==> config.mk <==
export PLATFORM = sky130hd
export DESIGN_NAME = pin_entry
export DESIGN_NICKNAME = d
export VERILOG_FILES = /design/src/rtl/parking_pkg.sv /design/src/rtl/entry_timer.sv /design/src/rtl/pin_entry.sv
export SDC_FILE = /design/constraint.sdc
export NUM_CORES = 1
export LEC_CHECK = 0
export BUFFER_PORTS_ARGS = -buffer_cell sky130_fd_sc_hd__buf_2
export CAP_MARGIN = 25
export CORE_AREA = 2 2 65 67
export DETAILED_ROUTE_END_ITERATION = 10
export DIE_AREA = 0 0 67 69
export GPL_TIMING_DRIVEN = 0
export PLACE_DENSITY = 0.67
export SKIP_CTS_REPAIR_TIMING = 1
export SLEW_MARGIN = 20
export SYNTH_ARGS = -nofsm -noshare
export SYNTH_HDL_FRONTEND = slang
export SYNTH_SLANG_ARGS = --single-unit
==> constraint.sdc <==
create_clock -name clock -period 3.36 [get_ports clock]
set_input_delay 0.504 -clock clock [delete_from_list [all_inputs] [get_ports clock]]
set_output_delay 0.504 -clock clock [all_outputs]
set_load 0.05 [all_outputs]
==> src/rtl/parking_pkg.sv <==
// rtl/parking_pkg.sv - shared constants and state encoding for the parking gate keypad path
package parking_pkg;

  localparam int PIN_W = 8;

  localparam logic [3:0] KEY_CLEAR = 4'hA;
  localparam logic [3:0] KEY_ENTER = 4'hB;

  // One-hot so the encoding lines up with the gate controller's state register.
  typedef enum logic [2:0] {
    ST_IDLE    = 3'b001,
    ST_COLLECT = 3'b010,
    ST_SUBMIT  = 3'b100
  } entry_state_t;

  function automatic logic is_digit(input logic [3:0] code);
    return code <= 4'd9;
  endfunction

endpackage

==> src/rtl/entry_timer.sv <==
// rtl/entry_timer.sv - idle-cycle down-counter that flags an expired entry window
module entry_timer #(
  parameter int TIMEOUT_CYCLES = 1000
) (
  input  logic clock,
  input  logic reset,
  input  logic restart,
  input  logic run,
  output logic expired
);

  localparam int W = (TIMEOUT_CYCLES > 1) ? $clog2(TIMEOUT_CYCLES) : 1;
  localparam logic [W-1:0] LOAD = W'(TIMEOUT_CYCLES - 1);

  logic [W-1:0] cnt;

  // Expiry is combinational so the owner can act on the same edge as the last idle cycle.
  assign expired = run && !restart && (cnt == '0);

  always_ff @(posedge clock or negedge reset) begin
    if (!reset) begin
      cnt <= LOAD;
    end else if (restart) begin
      cnt <= LOAD;
    end else if (run && (cnt != '0)) begin
      cnt <= cnt - 1'b1;
    end
  end

endmodule

==> src/rtl/pin_entry.sv <==
// rtl/pin_entry.sv - keypad digit collector that assembles and submits a binary PIN
module pin_entry
  import parking_pkg::*;
#(
  parameter int MAX_DIGITS     = 2,
  parameter int TIMEOUT_CYCLES = 1000
) (
  input  logic             clock,
  input  logic             reset,
  input  logic             enable,
  input  logic             key_valid,
  input  logic [3:0]       key_code,
  output logic [PIN_W-1:0] pin,
  output logic             pin_valid,
  output logic [1:0]       digit_cnt,
  output logic             busy,
  output logic             entry_err
);

  localparam logic [1:0] MAX_CNT = 2'(MAX_DIGITS);

  entry_state_t     state;
  logic [PIN_W-1:0] acc;
  logic [PIN_W-1:0] acc_next;
  logic             timer_restart;
  logic             timer_run;
  logic             timer_expired;

  // acc*10 + digit using shifts; acc never exceeds 99 so nothing is lost.
  assign acc_next = {acc[4:0], 3'b000} + {acc[6:0], 1'b0} + {4'b0000, key_code};

  assign timer_restart = (state != ST_COLLECT) || key_valid;
  assign timer_run     = (state == ST_COLLECT) && !key_valid;

  entry_timer #(
    .TIMEOUT_CYCLES(TIMEOUT_CYCLES)
  ) u_timer (
    .clock  (clock),
    .reset  (reset),
    .restart(timer_restart),
    .run    (timer_run),
    .expired(timer_expired)
  );

  always_ff @(posedge clock or negedge reset) begin
    if (!reset) begin
      state     <= ST_IDLE;
      acc       <= '0;
      pin       <= '0;
      pin_valid <= 1'b0;
      digit_cnt <= 2'd0;
      busy      <= 1'b0;
      entry_err <= 1'b0;
    end else begin
      pin_valid <= 1'b0;
      entry_err <= 1'b0;
      case (state)
        ST_IDLE: begin
          if (enable && key_valid) begin
            if (is_digit(key_code)) begin
              acc       <= {4'b0000, key_code};
              digit_cnt <= 2'd1;
              busy      <= 1'b1;
              state     <= ST_COLLECT;
            end else if (key_code != KEY_CLEAR && key_code != KEY_ENTER) begin
              entry_err <= 1'b1;
            end
          end
        end
        ST_COLLECT: begin
          if (!enable) begin
            acc       <= '0;
            digit_cnt <= 2'd0;
            busy      <= 1'b0;
            state     <= ST_IDLE;
          end else if (key_valid) begin
            if (is_digit(key_code)) begin
              if (digit_cnt < MAX_CNT) begin
                acc       <= acc_next;
                digit_cnt <= digit_cnt + 2'd1;
              end else begin
                entry_err <= 1'b1;
                acc       <= '0;
                digit_cnt <= 2'd0;
                busy      <= 1'b0;
                state     <= ST_IDLE;
              end
            end else if (key_code == KEY_ENTER) begin
              pin       <= acc;
              pin_valid <= 1'b1;
              acc       <= '0;
              digit_cnt <= 2'd0;
              busy      <= 1'b0;
              state     <= ST_SUBMIT;
            end else if (key_code == KEY_CLEAR) begin
              acc       <= '0;
              digit_cnt <= 2'd0;
              busy      <= 1'b0;
              state     <= ST_IDLE;
            end else begin
              entry_err <= 1'b1;
            end
          end else if (timer_expired) begin
            entry_err <= 1'b1;
            acc       <= '0;
            digit_cnt <= 2'd0;
            busy      <= 1'b0;
            state     <= ST_IDLE;
          end
        end
        ST_SUBMIT: begin
          state <= ST_IDLE;
        end
        default: begin
          acc       <= '0;
          digit_cnt <= 2'd0;
          busy      <= 1'b0;
          state     <= ST_IDLE;
        end
      endcase
    end
  end

endmodule

* Word level (Yosys, flattened, before mapping) *
Cells that the tools add are included.

word-level totals
  flip-flop bits (word level) = 34
  output and inout bits = 13
  memories = 0
  bits in read-only memories = 0
  input port bits = 8
  latch bits = 0
  bits in writable memories = 0

cells by class
  bitwise gates (word level) = 2
  $add $sub $neg = 4
  divide/modulo/power cells = 0
  shifts and indexed selects = 0
  multiplexer cells = 58
  reductions and logical operators = 16
  equality and inequality tests = 13
  multiply operators = 0
  order comparisons = 2

operators by type and width
  kind                                                count
  two-way mux 8 bit                                   9
  two-way mux 3 bit                                   9
  two-way mux 1 bit                                   24
  one-hot mux 8 bit (3 select lines)                  1
  two-way mux 10 bit                                  2
  two-way mux 2 bit                                   9
  AND reduction 5 bit                                 3
  != test 4 bit, second input constant                3
  zero test 10 bit                                    1
  nonzero test 10 bit                                 1
  subtractor 10 x 1 -> 10 bit, second input constant  1
  adder 8 x 4 -> 8 bit                                1
  adder 8 bit                                         1
  == test 4 bit, second input constant                2
  logical AND 1 bit                                   6
  != test 6 x 3 -> 1 bit, second input constant       1
  one-hot mux 2 bit (3 select lines)                  1
  one-hot mux 3 bit (2 select lines)                  1
  AND reduction 6 bit                                 1
  != test 5 bit, second input constant                1
  <= comparator 4 bit, second input constant          1
  != test 2 bit, second input constant                2
  == test 3 x 1 -> 1 bit, second input constant       1
  == test 3 x 2 -> 1 bit, second input constant       1
  10 further kinds                                    12

* Longest topological paths before layout *
Gate-level depths: netlist (run 1).

  word-level depth = 9
  mapped depth = 9
  gate-level depth less buffers = 9

* Cells and area by module *
Synthesis (run 1) repeated with hierarchy kept, for this count alone.

unflattened totals
  cell total of the unflattened synthesis = 192
  area total of the unflattened synthesis = 2063.2 um^2

modules (own cells, without submodules)
  module       area an instance (um^2)  cells an instance  instances
  pin_entry    1430.1                   124                1
  entry_timer  633.1                    68                 1

* Worst setup path after synthesis (run 1) *
OpenSTA, ideal clock, no wires.

  path kind = input -> register
  start = input key_code[3]
  end = register acc[7]
  data arrival time = 2.171 ns
  setup slack = 1.068 ns
  stages on the path = 9
  data required time = 3.239 ns
  setup time = 0.121 ns
  cell sequence = inv_1 fa_1 inv_1 ha_1 a211oi_1 o21bai_1 a21oi_1 xnor2_1 a22o_1

between the ends
  word-level cells in the longest chain between the ends = 6
  elaborated cells on any way between the ends = 13

RTL lines
  what                                                   RTL line                          source
  start: declaration                                     pin_entry.sv:12                   input logic [3:0] key_code,
  adder 8 x 4 -> 8 bit or == test 4 bit (tied branches)  pin_entry.sv:30, pin_entry.sv:88
  two-way mux 8 bit (on tied branches)                   pin_entry.sv:78, pin_entry.sv:88
  two-way mux 8 bit                                      pin_entry.sv:77                   if (is_digit(key_code)) begin
  two-way mux 8 bit                                      pin_entry.sv:76                   end else if (key_valid) begin
  two-way mux 8 bit                                      pin_entry.sv:71                   if (!enable) begin
  one-hot mux 8 bit (3 select lines)                     pin_entry.sv:57                   case (state)
  end signal: assignment                                 pin_entry.sv:61                   acc <= {4'b0000, key_code};
  end signal: assignment                                 pin_entry.sv:79                   acc <= acc_next;
  end: declaration                                       pin_entry.sv:23                   logic [PIN_W-1:0] acc;

Parallel ways exist; a longest one is shown, timed or not.
A chain may end at the register's enable or synchronous reset.

* Worst setup path after layout (run 1) *
  start = register u_timer.cnt[0]
  end = register busy

between the ends
  word-level cells in the longest chain between the ends = 4

RTL lines
  what                           RTL line           source
  start: declaration             entry_timer.sv:15  logic [W-1:0] cnt;
  start signal: assignment       entry_timer.sv:26  cnt <= cnt - 1'b1;
  zero test 10 bit               entry_timer.sv:18  assign expired = run && !restart && (cnt == '0);
  logical AND 1 bit              entry_timer.sv:18
  != test 4 bit (no line)        n/a
  AND reduction 6 bit (no line)  n/a
  end signal: assignment         pin_entry.sv:52    busy <= 1'b0;
  end signal: assignment         pin_entry.sv:63    busy <= 1'b1;
  end signal: assignment         pin_entry.sv:74    busy <= 1'b0;
  end: declaration               pin_entry.sv:16    output logic busy,

No other way between the ends.

==> results of run 1 <==
per-layer routing:
metal | wire length (um) | global-route usage | part of all wire
met5 | 0 | 0 | 0
met4 | 74 | 0.07483 | 0.019
met1 | 1725 | 0.2321 | 0.44
met3 | 94 | 0.04241 | 0.024
met2 | 1983 | 0.3212 | 0.51
logic make-up (layout without fill, tap and decap cells):
group | after synthesis | in the layout | synth area share
XOR/XNOR | 10 | 10 | 0.04705
buffers and inverters | 20 | 47 | 0.04436
multiplexers | 12 | 12 | 0.07191
AND/OR/NAND/NOR | 44 | 44 | 0.1391
flip-flops | 34 | 34 | 0.4630
adder cells (fa/ha/maj) | 13 | 13 | 0.09543
AO/OA/AOI/OAI | 37 | 37 | 0.1391
state kept, by name, summed over array words and instances, names as in the netlist:
| name | flops |
|---|---|
| busy | 1 |
| u_timer.cnt | 10 |
| digit_cnt | 2 |
| state | 3 |
| pin_valid | 1 |
| entry_err | 1 |
| acc | 8 |
| pin | 8 |
cells in the final DEF, fill, tap and decap left out, types with 2 or more instances in the layout:
cell / instances
dfrtp_1: 25
buf_2: 19
inv_1: 16
nand2_1: 16
mux2_2: 11
ha_1: 11
xnor2_1: 9
dfstp_2: 9
o21ai_0: 8
a21oi_1: 8
a22o_1: 7
clkbuf_1: 6
nand3_1: 5
clkbuf_8: 5
nor3_1: 4
nor4_1: 3
nor3b_1: 2
nand2b_1: 2
nor2_1: 2
or4_1: 2
or3_1: 2
a21o_1: 2
fa_1: 2
area by class of cell:
type | instances | area (um2) | share of cell area
clock buffer | 8 | 80.08 | 0.03814
inverter | 16 | 60.06 | 0.02861
timing repair buffer | 19 | 95.09 | 0.04529
tap | 50 | 62.56 | 0.02980
multi-input combinational | 116 | 917.1 | 0.4368
sequential | 34 | 862.1 | 0.4106
buffer | 4 | 22.52 | 0.01073
stage by stage:
stage                     area, um2  setup WS (ns)
after floorplan                1862          1.068
after global placement         2019         0.7981
after detailed placement       2019         0.7315
after CTS                      2100         0.6999
after global routing           2100         0.5775
final                          2100         0.7254
worst max path at each step:
| stage | startpoint | end | slack (ns) |
|---|---|---|---|
| floorplan | key_code[3] | acc[7] | 1.07 |
| global placement | key_code[3] | acc[7] | 0.80 |
| detailed placement | u_timer.cnt[0] | busy | 0.73 |
| CTS | u_timer.cnt[0] | busy | 0.70 |
| global route | u_timer.cnt[0] | busy | 0.58 |
| finish | u_timer.cnt[0] | busy | 0.73 |
worst reg2reg max path: stages (launching register included):
cell      delay, ns
dfstp_2        0.37
inv_1          0.09
ha_1           0.17
or3b_1         0.34
clkbuf_1       0.21
nor4_4         0.42
o22ai_2        0.22
nor3_1         0.32
mux2_2         0.38
where the power goes:
group | total, mW | switching (mW) | internal [mW] | leakage [nW]
combinational | 0.541 | 0.317 | 0.224 | 0.536
sequential | 0.518 | 0.0485 | 0.469 | 0.433
clock | 0.286 | 0.139 | 0.147 | 0.0395
total | 1.34 | 0.505 | 0.840 | 1.01
==> flow_summary.yaml, run 1 <==
logic_synthesis:
  synthFlopType: "dfrtp_1"
  ys_async_sr_fraction: 1.000
  synth_edf_count: 0
  synth-seq-cells: 34
  synthTopCellsByCount: "dfrtp_1 (25), inv_1 (16), nand2_1 (16)"
  synth_top_cell_area_share: 0.3360
  syn_area_um2: 1862
  synth_most_common_cell: "dfrtp_1"
  syn_nets: 191
  yosysWarnings: 0
  ys_seq_area_frac: 0.4630
  synth_cells: 170
  avgSynthCellArea_um2: 10.95
  netlist-cell-type-count: 42
  synth_top_cell_by_area: "dfrtp_1"
  synth_top_cells_by_area: "dfrtp_1 (34%), dfstp_2 (13%), ha_1 (7.4%)"
floorplan:
  die-area_um2: 4623
  die_height_um: 69
  core_um2: 3914
  io_pins: 21
  rows: 23
  initial_utilization: 0.4757
  die_w_um: 67
critical_path:
  worst-endpoint-required_ns: 3.53
  rrSetupSlack_ns: 0.73
  path_buf_inv: 2
  rr_worst_depth: 8
  arrival_ns: 2.80
  cp-end-kind: "flip-flop"
  start_kind: "flip-flop"
  path_class: "flip-flop to flip-flop"
  r2r-start: "u_timer.cnt[0]"
  critPathMaxStageDelay_ns: 0.42
  crit_chain: "inv_1, ha_1, or3b_1, clkbuf_1, nor4_4, o22ai_2, nor3_1, mux2_2"
  cp.depth: 8
  r2r_end: "busy"
  crit_family: "simple AND/OR/NAND/NOR gates"
  cp_slowest_cell: "nor4_4"
  critPathMaxFanout: 8
finish:
  area_growth_pct: 12.77
  final_core_util: 0.5364
  n_fill_cell: 374
  antennaDiodeCount: 0
  nets: 217
  instances_no_fill: 247
  drive_gt1_frac: 0.2538
global_route:
  grt_pass1_vias: 1414
  grt_pass1_wl_mm: 6.672
  grt_overflow: 0
  grt_util_all_layers: 0.1907
  grt_max_degree: 35
  antenna_found_initial: 0
clock_network:
  clockBufferDepth: 2
  cts.root.buffer_cell: "clkbuf_8"
  clkTransAtPathRegs_ns: 0.07
  cts_tree: "built"
  cts.sinks: 34
  cts_made_buffers: 5
  htreeDepth: 2
  clk_latency_ns: 0.28
timing:
  min_period_ns: 2.635
  final_max_slew_viol_count: 0
  finalSetupTns_ns: 0
  rsz0062_at_grt: "no"
  worst_pin_slew_ns: 0.9149
  whs_ns: 0.2904
  finClkSkew_ns: 0.004002
  finalHoldViolCount: 0
  timing.fmax_mhz: 379.6
  setup_violations: 0
  period_share: 0.7841
  max_slew_margin: 0.3854
placed_design:
  io_buffers: 19
  place_congestion: 0.8220
  hpwl_mm: 2.916
  placedCellCount: 239
routing:
  routed_wl_mm: 3.878
  drc: 0
  first_pass_iters: 4
  wl_per_cell_um: 15.70
  first_iter_violations: 52
  ant_nets: 0
  via_per_inst: 5.526
  vias: 1365
run_status:
  outcome: "finished, final reports clean"
hold_path:
  min_path_type: "primary input to asynchronous set/reset pin"
power:
  powerDensity_nw_per_um2: 640.5
  power.total_mw: 1.345
  vdd.ir_drop.worst_uv: 360.7
  p_leak_nw: 1.008
job:
  cap_violations: 0
Note: power is estimated with default switching activity, not from simulation.
==> run 2: changes to the inputs <==
==> constraint.sdc (replaced) <==
create_clock -name clock -period 2.5 [get_ports clock]
set_input_delay 0.375 -clock clock [delete_from_list [all_inputs] [get_ports clock]]
set_output_delay 0.375 -clock clock [all_outputs]
set_load 0.05 [all_outputs]
==> run 2 against run 1 <==
Core utilization is 0.61 points higher. Critical path type unchanged. Sequential cell count unchanged. Final cell count rose by 0.40%. Power is 35% higher. Via count grew 0.59%. Largest power group unchanged. Wire length is 1.6% higher. Critical path depth rose by 1. Clock power grew 35%.
==> flow_summary.yaml, run 2 (synthesis gave the netlist of run 1 again) <==
run_status:
  outcome: "finished, final reports clean"
timing:
  max_slew_margin: 0.3793
  finClkSkew_ns: 0.004885
  setup_violations: 0
  timing.fmax_mhz: 416.7
  worst_pin_slew_ns: 0.9239
  min_period_ns: 2.400
  finalHoldViolCount: 0
  period_share: 0.9599
  finalSetupTns_ns: 0
  final_max_slew_viol_count: 0
  rsz0062_at_grt: "no"
  setup_ws_ns: 0.1003
floorplan:
  die_w_um: 67
  rows: 23
  core_um2: 3914
  initial_utilization: 0.4757
  die_height_um: 69
  io_pins: 21
  die-area_um2: 4623
clock_network:
  cts.root.buffer_cell: "clkbuf_8"
  clk_latency_ns: 0.28
  cts.sinks: 34
  clkTransAtPathRegs_ns: 0.06
  cts_made_buffers: 5
  htreeDepth: 2
  cts_tree: "built"
  clockBufferDepth: 2
power:
  vdd.ir_drop.worst_uv: 485.3
  seqPwrFrac: 0.383
  pwr-share-clk: 0.212
  switchingPower_uw: 682.4
  netSwitchingFraction: 0.3753
  combPwrFrac: 0.406
  powerDensity_nw_per_um2: 856.3
  p_leak_nw: 1.020
  internal_power_mw: 1.136
routing:
  via_per_inst: 5.536
  first_pass_iters: 4
  routed_wl_mm: 3.941
  first_iter_violations: 33
  drc: 0
  vias: 1373
  wl_per_cell_um: 15.89
  ant_nets: 0
critical_path:
  critPathMaxStageDelay_ns: 0.49
  critPathMaxFanout: 8
  startpoint: "u_timer.cnt[0]"
  crit_family: "simple AND/OR/NAND/NOR gates"
  worst-endpoint-required_ns: 2.67
  arrival_ns: 2.57
  r2r-start: "u_timer.cnt[0]"
  cp_slowest_cell: "or3b_1"
  path_class: "flip-flop to flip-flop"
  crit_chain: "inv_1, ha_1, or3b_1, nor4_4, buf_4, o22ai_2, or2_1, buf_6, a22o_1"
  path_buf_inv: 3
  cp-end-kind: "flip-flop"
  start_kind: "flip-flop"
global_route:
  grt_max_degree: 35
  grt_overflow: 0
  grt_pass1_vias: 1414
  antenna_found_initial: 0
  grt_pass1_wl_mm: 6.672
  grt_util_all_layers: 0.1907
hold_path:
  min_path_type: "primary input to asynchronous set/reset pin"
finish:
  final_core_util: 0.5425
  nets: 218
  n_fill_cell: 373
  antennaDiodeCount: 0
  multiInputGateArea_um2: 929.6
  final_common_cell: "dfrtp_1"
  largest_reg_flops: 10
  layout_common_cells: "dfrtp_1 (25), buf_2 (19), inv_1 (16), nand2_1 (16)"
  largest_registers: "u_timer.cnt: 10 flops, acc: 8 flops, pin: 8 flops"
  area_growth_pct: 14.05
  layout.area.seq_um2: 862.1
  drive_gt1_frac: 0.2778
  top_register: "u_timer.cnt"
job:
  cap_violations: 0
placed_design:
  io_buffers: 19
  place_congestion: 0.8220
  hpwl_mm: 2.916
  dp_worst_setup_slack_ns: -0.1285
[run 2: cell types whose count changed in the layout (fill, tap and decap cells not counted), sizes merged]
cell	change
buf	+2
clkbuf	-1
[run 2: area by class of cell]
cell class	instances	share of cell area
clock buffer	8	0.03771
sequential	34	0.4060
buffer	3	0.008839
timing repair buffer	21	0.05186
multi-input combinational	116	0.4378
tap	50	0.02946
inverter	16	0.02829
[run 2: power by group through the flow]
stage / clock, mW / combinational (mW) / sequential, mW
5_1_grt: 0.419 / 0.831 / 0.705
4_1_cts: 0.399 / 0.734 / 0.695
3_3_place_gp: 0 / 0.694 / 0.699
2_1_floorplan: 0 / 0.488 / 0.770
6_report: 0.385 / 0.737 / 0.696
3_5_place_dp: 0 / 0.730 / 0.704
[run 2: worst paths after layout]
| kind | end | slack, ns | cells after the start |
|---|---|---|---|
| setup / recovery | acc[7] | 0.10 | 9 |
| setup reg to reg | acc[7] | 0.10 | 9 |
| hold reg to reg | pin[4] | 0.50 | 1 |
| min in group clock | state[2] | 0.38 | 2 |
| max in group asynchronous | acc[1] | 1.86 | 1 |
| hold / removal | state[2] | 0.16 | 1 |
[run 2: layer usage]
layer  global-route usage  wire (um)  vias up
met5                    0          0        -
li1                     -          -      665
met3              0.04241        103        6
met2               0.3212       2054       20
met4              0.07483         74        0
met1               0.2321       1708      682
[run 2: through the flow]
stage	cells	hold WS, ns	instance area [um2]	total power, mW
floorplan	170	0.07941	1862	1.258
global placement	239	0.4672	2019	1.394
detailed placement	239	0.4897	2019	1.434
CTS	247	0.1813	2100	1.828
global route	248	0.2206	2123	1.955
finish	248	0.1622	2123	1.818
